`src/rtl/fma_result_collector.sv`:
```
// fma_result_collector
//   Sits behind stage 5 of the free-running FMA pipeline. A {valid,tag} delay
//   line tracks granted ops so each result is captured in the cycle it appears
//   on res_data. Captured results are classified and queued in a FIFO for a
//   valid/ready consumer. Issue is credit-gated: an op is granted only when a
//   FIFO slot is already reserved for it, so a capture never meets a full FIFO.
//
// Ports
//   clk, rst          clock, synchronous active-high reset
//   issue_req/tag     upstream op offer and its tag
//   issue_grant       op accepted this cycle (combinational)
//   res_data          stage-5 result {sign, exp[7:0], man[22:0]}
//   out_valid/ready   FIFO head handshake
//   out_data/tag      head result word and tag
//   out_flags         head class {is_nan, is_inf, is_zero}
//   credits           free credits (DEPTH - in flight - level)
//   level             FIFO occupancy
module fma_result_collector #(
  parameter int DEPTH    = 8,
  parameter int TAG_W    = 4,
  parameter int PIPE_LAT = 5
) (
  input  logic                         clk,
  input  logic                         rst,
  input  logic                         issue_req,
  input  logic [TAG_W-1:0]             issue_tag,
  output logic                         issue_grant,
  input  logic [31:0]                  res_data,
  output logic                         out_valid,
  input  logic                         out_ready,
  output logic [31:0]                  out_data,
  output logic [TAG_W-1:0]             out_tag,
  output logic [2:0]                   out_flags,
  output logic [$clog2(DEPTH+1)-1:0]   credits,
  output logic [$clog2(DEPTH+1)-1:0]   level
);

  localparam int CW = $clog2(DEPTH + 1);
  localparam int AW = $clog2(DEPTH);

  logic [PIPE_LAT-1:0] dl_vld;
  logic [TAG_W-1:0]    dl_tag [PIPE_LAT];

  logic [31:0]      mem_data  [DEPTH];
  logic [TAG_W-1:0] mem_tag   [DEPTH];
  logic [2:0]       mem_flags [DEPTH];

  logic [AW-1:0] wr_ptr, rd_ptr, rd_ptr_n;
  logic [CW-1:0] level_n;

  logic          push, pop, head_from_write;
  logic [TAG_W-1:0] cap_tag;
  logic [2:0]    cap_flags;
  logic [7:0]    cap_exp;
  logic [22:0]   cap_man;

  assign issue_grant = issue_req && (credits != '0) && !rst;

  assign push    = dl_vld[PIPE_LAT-1];
  assign cap_tag = dl_tag[PIPE_LAT-1];
  assign pop     = out_valid && out_ready;

  assign cap_exp = res_data[30:23];
  assign cap_man = res_data[22:0];

  always_comb begin
    cap_flags    = 3'b000;
    cap_flags[2] = (cap_exp == 8'hFF) && (cap_man != '0);
    cap_flags[1] = (cap_exp == 8'hFF) && (cap_man == '0);
    cap_flags[0] = (cap_exp == 8'h00) && (cap_man == '0);
  end

  always_comb begin
    level_n  = level + CW'(push) - CW'(pop);
    rd_ptr_n = rd_ptr + AW'(pop);
    // The next head is the word being written when nothing else remains
    // queued after this cycle's pop; storage is not yet updated for it.
    head_from_write = (level == CW'(pop));
  end

  // Tags carry no reset: they are only observed when the matching valid is set.
  always_ff @(posedge clk) begin
    dl_tag[0] <= issue_tag;
    for (int i = 1; i < PIPE_LAT; i++) dl_tag[i] <= dl_tag[i-1];
  end

  always_ff @(posedge clk) begin
    if (push && !rst) begin
      mem_data[wr_ptr]  <= res_data;
      mem_tag[wr_ptr]   <= cap_tag;
      mem_flags[wr_ptr] <= cap_flags;
    end
  end

  always_ff @(posedge clk) begin
    if (rst) begin
      dl_vld    <= '0;
      wr_ptr    <= '0;
      rd_ptr    <= '0;
      level     <= '0;
      credits   <= CW'(DEPTH);
      out_valid <= 1'b0;
      out_data  <= '0;
      out_tag   <= '0;
      out_flags <= '0;
    end else begin
      dl_vld[0] <= issue_grant;
      for (int i = 1; i < PIPE_LAT; i++) dl_vld[i] <= dl_vld[i-1];

      if (push) wr_ptr <= wr_ptr + AW'(1);
      rd_ptr  <= rd_ptr_n;
      level   <= level_n;
      credits <= credits - CW'(issue_grant) + CW'(pop);

      out_valid <= (level_n != '0);
      // Head registers hold their last contents while the FIFO is empty.
      if (level_n != '0) begin
        if (head_from_write) begin
          out_data  <= res_data;
          out_tag   <= cap_tag;
          out_flags <= cap_flags;
        end else begin
          out_data  <= mem_data[rd_ptr_n];
          out_tag   <= mem_tag[rd_ptr_n];
          out_flags <= mem_flags[rd_ptr_n];
        end
      end
    end
  end

  // Credits reserve a slot for every in-flight op, so this cannot happen.
  a_no_overflow : assert property (@(posedge clk) disable iff (rst)
    !(push && !pop && (level == CW'(DEPTH))));

endmodule

```
`config.mk`:
```
export PLATFORM = sky130hd
export DESIGN_NAME = fma_result_collector
export DESIGN_NICKNAME = d
export VERILOG_FILES = /design/src/rtl/fma_result_collector.sv
export SDC_FILE = /design/constraint.sdc
export NUM_CORES = 1
export LEC_CHECK = 0
export BUFFER_PORTS_ARGS = -buffer_cell sky130_fd_sc_hd__buf_2
export CAP_MARGIN = 0
export CORE_AREA = 2 2 210 212
export CTS_BUF_LIST = sky130_fd_sc_hd__clkbuf_16
export DETAILED_ROUTE_END_ITERATION = 8
export DIE_AREA = 0 0 212 214
export PLACE_DENSITY = 0.51
export SLEW_MARGIN = 25
export SYNTH_ARGS = -nofsm -noshare
export SYNTH_HDL_FRONTEND = slang
export SYNTH_SLANG_ARGS = --single-unit
```
`constraint.sdc`:
```
create_clock -name clk -period 5.9 [get_ports clk]
set_input_delay 0.295 -clock clk [delete_from_list [all_inputs] [get_ports clk]]
set_output_delay 0.295 -clock clk [all_outputs]
set_load 0.05 [all_outputs]
```
==> run metrics, run 1 <==
Synth Instances 824; CP max stage delay 0.87 ns; drt total wl 32,800 um; clock slew at reported path FFs 0.06 ns; largest net degree at the start of global routing 79; clock tree sinks 391; Routed Antenna Nets 0; Layout Cells excl Fill 1,552; library cells used by synthesis 44; Final Max Tran Viols 0; TNS Setup 0 ns; Starting Density 34.8%; flip-flop and latch count after synthesis 391; CTS resizes 0; status finished clean; Hold Path Class in2reg; CORE AREA 0.0429 sq mm; CTS root buf clkbuf_16; DR iter-0 viols 603; Critical Path Source Type flop; Syn-to-layout area delta 16.3%; # fillers 3,894; maximum clock frequency 293 MHz; Yosys warnings 0; normalized max-slew margin 31.7%; global-route wire length before repair 49,500 um; fin nets 988; final period utilization 57.9%; GP Congestion 0.718; P_leak 0.00585 uW; # H-tree levels 2; critical path depth in cells 11; Hold Path Depth 1; via count 7,592; # port buffers 88; Bufs and invs on worst path 2; top_reg_cell synth edfxtp_1; FP Rows 76; TritonCTS clock tree yes; Max Cap Viol 0; total die area 0.0454 sq mm; R2R Path End out_data[24]; cts hold-fix bufs 5; arrival time worst endpoint 3.86 ns; CTS buffer count 42; # Post-CTS Setup Buffers 0; Critical Path RT 6.35 ns; width of the die 212 um; Placed Cells 1,469; Least-Margin Pin Slew 1.02 ns; EDFF count, synth 312; residual DRC count 0; vias in the first global route 7,875; Final Core Density 40.4%; Worst Path Class, Setup reg2reg; Setup crit end out_data[24]; worst-skew pair later-pin latency 0.56 ns; register area share after synthesis 73.5%; Clock Path Buffers 3; Setup WS post-layout 2.48 ns; CP Max Fanout 37; CP max stage cell or3_2; proportion of layout cells with a drive suffix above 1 25.3%; FFs w/ async S/R, synth 0%; worst reg-to-reg path cell count 11; dpl hpwl 17,200 um; drt first pass iters 5; grt ovf 0; GRT Overall Usage 14.7%; PD cells 459 mW/mm^2; skew final 0.0258 ns; Top Ports 89; worst r2r src out_valid; crit path from out_valid; Post-Syn Nets 879; Hold WS 0.0418 ns; post-layout minimum cycle time 3.42 ns; final hold vios 0; RSZ-0062 raised after global routing false; Worst Setup End Kind flop; critical-path cell list and2_1, ha_1, inv_1, ha_1, inv_1, fa_1, xnor2_1, a2111oi_4, or3_2, nor2_1, a22o_1; CP delay by family, top simple AND/OR/NAND/NOR gates; Worst R2R Setup Slack 2.48 ns; initial antenna violation count 2; WL/cell 21.1 um; Place WS 2.41 ns; Die H 214 um; peak supply drop 0.295 mV; Vias per Instance 4.89; Mean Syn Cell Area 18.1 sq um; Mapped Area 0.0149 sq mm; Setup-failing EPs final 0
## registers in the layout, summed over array words and instances (netlist names)
| signal | count |
|---|---|
| mem_flags | 24 |
| level | 4 |
| dl_vld | 5 |
| out_tag | 4 |
| out_valid | 1 |
| dl_tag | 20 |
| rd_ptr | 3 |
| mem_tag | 32 |
| out_flags | 3 |
| wr_ptr | 3 |
| mem_data | 256 |
| credits | 4 |
| out_data | 32 |
## cell usage in the layout (no fill, tap or decap), types with 30 or more instances in the layout
cell and n:
edfxtp_1 312, buf_2 88, nand2_1 84, dfxtp_1 79, mux4_2 64, clkbuf_16 43
nand3_1 39, o21ai_0 35, o2bb2ai_1 31, inv_1 30
## routing by layer
metal  routed length, um  global-route usage (%)  share of wire [%]  up-vias
met5                   0                       0                  0        -
met4                 671                    4.04                2.0        0
met3                1490                    3.33                4.5       46
met2               16000                    24.0                 49      140
met1               14700                    19.7                 45     3930
li1                    -                       -                  -     3476
## cell usage after synthesis, types with 4 or more instances
master,count,area (sq um)
buf_6,13,146
nand2_1,84,315
buf_2,13,65.1
dfxtp_1,79,1580
mux4_2,64,1440
xnor2_1,4,35.0
o2bb2ai_1,31,272
nor2_1,27,101
xor2_1,5,43.8
o21ai_0,35,175
nor3_1,4,20.0
nand3_1,39,195
ha_1,13,163
inv_1,17,63.8
nor2b_1,8,50.1
mux4_1,14,368
clkbuf_1,14,52.6
edfxtp_1,312,9370
nor4_1,9,56.3
o311a_1,4,40.0
## metrics by stage
| stage | area, sq um | total power, uW |
|---|---|---|
| after floorplan | 14900 | 5140 |
| after global placement | 16000 | 5600 |
| after detailed placement | 16000 | 5610 |
| after CTS | 17300 | 8090 |
| after global routing | 17300 | 8370 |
| final | 17300 | 7960 |
## logic make-up after synthesis
kind of cell / synth area share (%)
compound gates: 4.12
xor+xnor: 0.529
fa+ha+maj: 1.36
buf+inv: 2.49
flops: 73.5
mux: 12.4
simple gates: 5.67
## worst min-delay path by stage
stage,from,end,slack (ns)
after CTS,res_data[14],mem_data[4][14],0.02
after floorplan,dl_tag[0][6],dl_tag[0][10],0.31
after global placement,dl_tag[0][13],dl_tag[0][17],0.31
after global routing,res_data[14],mem_data[4][14],0.04
final,res_data[14],mem_data[0][14],0.04
after detailed placement,dl_tag[0][6],dl_tag[0][10],0.31
## worst register-to-register path, cell delays in order, from the launching register on
cell and delay [ns]:
dfxtp_1 0.35, and2_1 0.24, ha_1 0.26, inv_1 0.06, ha_1 0.15, inv_1 0.06
fa_1 0.44, xnor2_1 0.18, a2111oi_4 0.36, or3_2 0.87, nor2_1 0.11, a22o_1 0.22
## layout make-up
class                   count  area (sq um)  share of cell area [%]
flip-flops and latches    391         11000                    63.2
diodes                      2          5.00                  0.0289
inverters                  17          63.8                   0.368
clock buffers              43          1080                    6.21
clock inverters            33           194                    1.12
well taps                 585           732                    4.22
multi-input cells         372          3700                    21.3
repair buffers            109           611                    3.52
## power breakdown
part / switching [uW] / internal [uW] / total (uW)
sequential: 98.7 / 3130 / 3230
combinational: 1450 / 833 / 2280
clock: 1050 / 1400 / 2450
No activity file was read; power rests on OpenSTA's default activity.
==> run 2: changes to the inputs <==
--- a/config.mk
+++ b/config.mk
@@ -5,12 +5,13 @@
 export SDC_FILE = /design/constraint.sdc
 export NUM_CORES = 1
 export LEC_CHECK = 0
+export ABC_AREA = 1
 export BUFFER_PORTS_ARGS = -buffer_cell sky130_fd_sc_hd__buf_2
 export CAP_MARGIN = 0
-export CORE_AREA = 2 2 210 212
+export CORE_AREA = 2 2 216 218
 export CTS_BUF_LIST = sky130_fd_sc_hd__clkbuf_16
 export DETAILED_ROUTE_END_ITERATION = 8
-export DIE_AREA = 0 0 212 214
+export DIE_AREA = 0 0 218 220
 export PLACE_DENSITY = 0.51
 export SLEW_MARGIN = 25
 export SYNTH_ARGS = -nofsm -noshare
==> constraint.sdc (replaced) <==
create_clock -name clk -period 3.31 [get_ports clk]
set_input_delay 0.1655 -clock clk [delete_from_list [all_inputs] [get_ports clk]]
set_output_delay 0.1655 -clock clk [all_outputs]
set_load 0.05 [all_outputs]
==> run 2 against run 1 <==
Core utilization increased by 0.27 points. Largest power group unchanged. Critical endpoint is now out_data[23]. Design area increased by 7.7%. Combinational power is 140% higher. Sequential power increased by 78%. Sequential cell count stayed put. Worst setup slack lost 1.8 ns. Global-route usage increased by 1.6 points. Critical path depth is 3 higher. Via count grew 39%. Clock-buffer cell count rose by 2.
==> run metrics, run 2 <==
FFs w/ async S/R, synth 0%; TritonCTS clock tree yes; vias in the first global route 10,093; CTS resizes 0; most common cell after layout, fill and taps aside nor2_1; drt first pass iters 4; arrival time worst endpoint 3.11 ns; Antenna Cells 0; P_leak 0.00718 uW; most frequent cells in the layout nor2_1 (390), edfxtp_1 (312), nand2_1 (217), o21ai_0 (141), inv_1 (105); simple-gate share of the synthesized area 17.1%; CP Max Fanout 28; Max Cap Viol 0; GRT Overall Usage 16.3%; Post-Syn Nets 1,540; Mapped Area 0.0158 sq mm; Synth Instances 1,485; Worst Path Class, Setup reg2reg; normalized max-slew margin 34.4%; synth top area cells edfxtp_1 (59%), dfxtp_1 (10%), nor2_1 (9.4%), nand2_1 (5.1%), o21ai_0 (4.5%); FP Rows 79; Vias per Instance 4.70; WL/cell 17.2 um; main combinational cell family by area after synthesis simple AND/OR/NAND/NOR gates; # H-tree levels 2; Final Core Density 40.7%; Starting Density 34.5%; proportion of layout cells with a drive suffix above 1 11.2%; Final Max Tran Viols 0; DR iter-0 viols 656; multiplexer area fraction after synthesis 0%; skew final 0.0137 ns; Critical Path RT 3.75 ns; grt ovf 0; register area share after synthesis 69.2%; GP Congestion 0.730; Largest register FFs 256; fin nets 1,653; register area 0.0110 sq mm; CTS root buf clkbuf_16; Least-Margin Pin Slew 0.983 ns; peak supply drop 0.834 mV; multi-input logic area 0.00416 sq mm; Mean Syn Cell Area 10.7 sq um; Hold WS 0.258 ns; xor and xnor area share after synthesis 0.221%; top_reg_cell synth edfxtp_1; CP delay by family, top adder cells; width of the die 218 um; worst-skew pair later-pin latency 0.55 ns; Clock Path Buffers 3; # Post-CTS Setup Buffers 0; # port buffers 88; Total Power 15,600 uW; library cells used by synthesis 26; top-count cell post-synth nor2_1; CP max stage cell fa_1; CP max stage delay 0.41 ns; PD cells 836 mW/mm^2; Critical Path Source Type flop; status finished clean; global-route wire length before repair 59,800 um; Setup-failing EPs final 0; Yosys warnings 0; Compound-Gate Fraction of Synth Area 6.99%; clock slew at reported path FFs 0.06 ns; share of the synthesized area in the top cell type 59.2%; drt total wl 38,500 um; Largest regs mem_data: 256 flops, mem_tag: 32 flops, out_data: 32 flops; # fillers 4,466; largest net degree at the start of global routing 193; Bufs and invs on worst path 4; post-layout minimum cycle time 2.67 ns; critical-path cell list nand2_1, inv_1, ha_1, inv_1, ha_1, inv_1, fa_1, xnor2_1, nor2_1, nand3_4, buf_4, o21ai_0, nor2_1, nor2_1; most instantiated cells after synthesis nor2_1 (398), edfxtp_1 (312), nand2_1 (217); total die area 0.0480 sq mm; RSZ-0062 raised after global routing false; Routed Antenna Nets 0; Reg with most FFs mem_data; via count 10,518; Top Ports 89; flip-flop and latch count after synthesis 391; Hold Path Class in2reg; Die H 220 um; dpl hpwl 20,000 um; Synth Area in Adders 1.28%; EDFF count, synth 312; final period utilization 80.6%; Worst Setup End Kind flop; clock tree sinks 391; Syn-to-layout area delta 17.9%; residual DRC count 0; final hold vios 0; CTS buffer count 43; Layout Cells excl Fill 2,238; TNS Setup 0 ns; cell taking the most area after synthesis edfxtp_1; Placed Cells 2,122; cts hold-fix bufs 38; CORE AREA 0.0459 sq mm; maximum clock frequency 375 MHz; initial antenna violation count 0
[run 2: cell count changes after synthesis, moves of 18 or more]
cell and delta:
buf_4 +20, o2bb2ai_1 -31, nand2_1 +133, o21ai_1 +18, nand3_1 +28, nor2_1 +371, o211ai_1 +34, o21ai_0 +106
mux4_2 -64, inv_1 +79
[run 2: final timing paths]
kind,start,to,slack (ns),depth (start not counted)
min,issue_tag[2],dl_tag[0][2],0.26,2
min reg2reg,dl_tag[0][4],dl_tag[0][8],0.32,0
max,out_valid,out_data[23],0.64,14
max reg2reg,out_valid,out_data[23],0.64,14
[run 2: kinds of logic (layout without fill, tap and decap cells)]
group                    after synthesis  after routing
adder cells (fa/ha/maj)               15             15
XOR/XNOR                               4              4
flip-flops                           391            391
AO/OA/AOI/OAI                        203            203
buffers and inverters                179            325
AND/OR/NAND/NOR                      693            693
[run 2: stage by stage]
stage                     setup WS [ns]  area [sq um]
after CTS                         0.640         18700
final                             0.642         18700
after detailed placement          0.647         17000
after floorplan                   0.205         15800
after global routing              0.366         18700
after global placement            0.746         17000
[run 2: area by class of cell]
class	instances	area share (%)
clock inverter	33	0.865
clock buffer	45	6.04
inverter	98	1.99
timing repair buffer	149	6.06
multi-input combinational	915	22.3
sequential	391	58.7
tap	607	4.07
[run 2: report_power, final]
group	internal, uW	switching (uW)
Clock	2520	1870
Combinational	1610	3870
Sequential	5570	164
[run 2: per-layer routing]
metal / track usage, % / vias to the layer above / part of all wire (%)
met1: 21.5 / 5089 / 46
met2: 27.5 / 181 / 48
met5: 0 / - / 0
li1: - / 5198 / -
met3: 2.86 / 50 / 3.8
met4: 4.26 / 0 / 1.9
[run 2: worst register-to-register path, stage by stage (launching register included)]
cell and delay (ns):
dfxtp_1 0.32, nand2_1 0.10, inv_1 0.14, ha_1 0.25
inv_1 0.05, ha_1 0.17, inv_1 0.07, fa_1 0.41
xnor2_1 0.19, nor2_1 0.10, nand3_4 0.13, buf_4 0.29
o21ai_0 0.16, nor2_1 0.14, nor2_1 0.04
==> run 3: changes to the inputs <==
==> constraint.sdc (replaced) <==
create_clock -name clk -period 2.5 [get_ports clk]
set_input_delay 0.125 -clock clk [delete_from_list [all_inputs] [get_ports clk]]
set_output_delay 0.125 -clock clk [all_outputs]
set_load 0.05 [all_outputs]
==> run 3 against run 2 <==
Clock-buffer cell count unchanged. Final cell count up 1.8%. Sequential share of layout area decreased by 1.9 points. Non-clock buffer count is 38 higher. Global-route usage is 0.29 points higher. Fmax is 12% higher. Core utilization increased by 1.3 points. Design area increased by 3.3%. Worst setup slack worse by 0.53 ns. Highest routed layer unchanged.
==> run metrics, run 3 (same netlist as run 2, synthesis figures left out) <==
CP max stage cell fa_2; width of the die 218 um; GRT Overall Usage 16.5%; clock slew at reported path FFs 0.06 ns; Critical Path Source Type flop; worst-skew pair later-pin latency 0.56 ns; CP max stage delay 0.54 ns; most common cell after layout, fill and taps aside nor2_1; Largest regs mem_data: 256 flops, mem_tag: 32 flops, out_data: 32 flops; final period utilization 95.4%; normalized max-slew margin 61.1%; maximum clock frequency 419 MHz; skew final 0.00999 ns; grt ovf 0; Starting Density 34.5%; Setup-failing EPs final 0; CORE AREA 0.0459 sq mm; DR iter-0 viols 697; Layout Cells excl Fill 2,279; # H-tree levels 2; GP Congestion 0.715; Routed Antenna Nets 0; total die area 0.0480 sq mm; Hold Path Class in2reg; largest net degree at the start of global routing 61; critical-path cell list nand2_2, inv_2, ha_4, inv_2, ha_4, inv_2, fa_2, nand2_2, nor2_4, nand3_4, buf_12, buf_12, nand2_1, nor2_1, buf_4, nor2_1; fin area 0.0193 sq mm; residual DRC count 0; most frequent cells in the layout nor2_1 (389), edfxtp_1 (312), nand2_1 (215), o21ai_0 (126), inv_1 (104); RSZ-0062 raised after global routing false; Max Cap Viol 0; drt first pass iters 4; P_leak 0.00752 uW; FP Rows 79; Vias per Instance 4.72; TritonCTS clock tree yes; Worst Path Class, Setup reg2reg; Die H 220 um; proportion of layout cells with a drive suffix above 1 14.7%; Place WS 0.0286 ns; CP Max Fanout 7; GR Util met3 2.95%; status finished clean; Clock Path Buffers 3; most frequent CP cell inv_2; CTS buffer count 44; Placed Cells 2,151; final hold vios 0; Top Ports 89; PD cells 1180 mW/mm^2; grt met1 use 21.9%; initial antenna violation count 1; drt total wl 41,300 um; Worst Setup End Kind flop; fin nets 1,692; global-route wire length before repair 60,700 um; dpl hpwl 22,400 um; via count 10,758; CTS root buf clkbuf_16; WL/cell 18.1 um; arrival time worst endpoint 2.89 ns; peak supply drop 0.709 mV; Final Core Density 42.0%; Bufs and invs on worst path 6; Antenna Cells 0; Reg with most FFs mem_data; clock tree sinks 391; CP delay by family, top adder cells; Syn-to-layout area delta 21.8%; Setup WS post-layout 0.115 ns; Hold WS 0.198 ns; Post-DP Area 0.0173 sq mm; Least-Margin Pin Slew 0.583 ns; vias in the first global route 10,547; busiest grt layer met2; Final Max Tran Viols 0; Critical Path RT 3.00 ns; # port buffers 88; post-layout minimum cycle time 2.38 ns; met2 usage 27.7%; Largest register FFs 256
==> run 3: changes by cell type in the layout (fill, tap and decap cells not counted), sizes merged <==
cell,before,now
buf,111,144
clkinv,23,17
inv,106,112
clkbuf,45,50
bufinv,1,4
==> run 3: worst paths after layout <==
path                start           end  cells after the start  slack [ns]
max             out_valid  out_flags[0]                     16        0.12
min          issue_tag[2]  dl_tag[0][2]                      2        0.20
min reg2reg  dl_tag[0][4]  dl_tag[0][8]                      0        0.32
max reg2reg     out_valid  out_flags[0]                     16        0.12
==> run 3: where the power goes <==
part           switching [uW]  internal (uW)  leakage [uW]
Combinational            5900           3020       0.00328
Clock                    2560           3670      0.000738
Sequential                224           7380       0.00351
Total                    8690          14100       0.00752
==> run 3: area by class of cell <==
type	count	area, sq um
inverter	98	372
tap	607	759
fill	4345	26600
multi-input combinational	915	4220
timing repair buffer	187	1580
sequential	391	11000
clock inverter	36	268
clock buffer	45	1130
==> run 3: per-layer routing <==
layer | wire (um) | vias up
li1 | - | 5296
met1 | 18900 | 5176
met4 | 1030 | 0
met5 | 0 | -
met3 | 1860 | 58
met2 | 19500 | 228
==> run 3: repair_timing <==
item,4_1_cts,5_1_grt
cloned,0,8
buffers inserted,0,1
hold endpoints to repair,271,0
gates resized for setup,2,25
pin swaps,0,5
hold buffers,38,0
endpoints found under the setup margin,3,39
==> run 3: per-stage QoR <==
step                TNS, ns  total power, uW
global placement          0            15400
global route              0            24100
CTS                       0            21900
finish                    0            22800
detailed placement        0            15500
floorplan            -54.37            13300
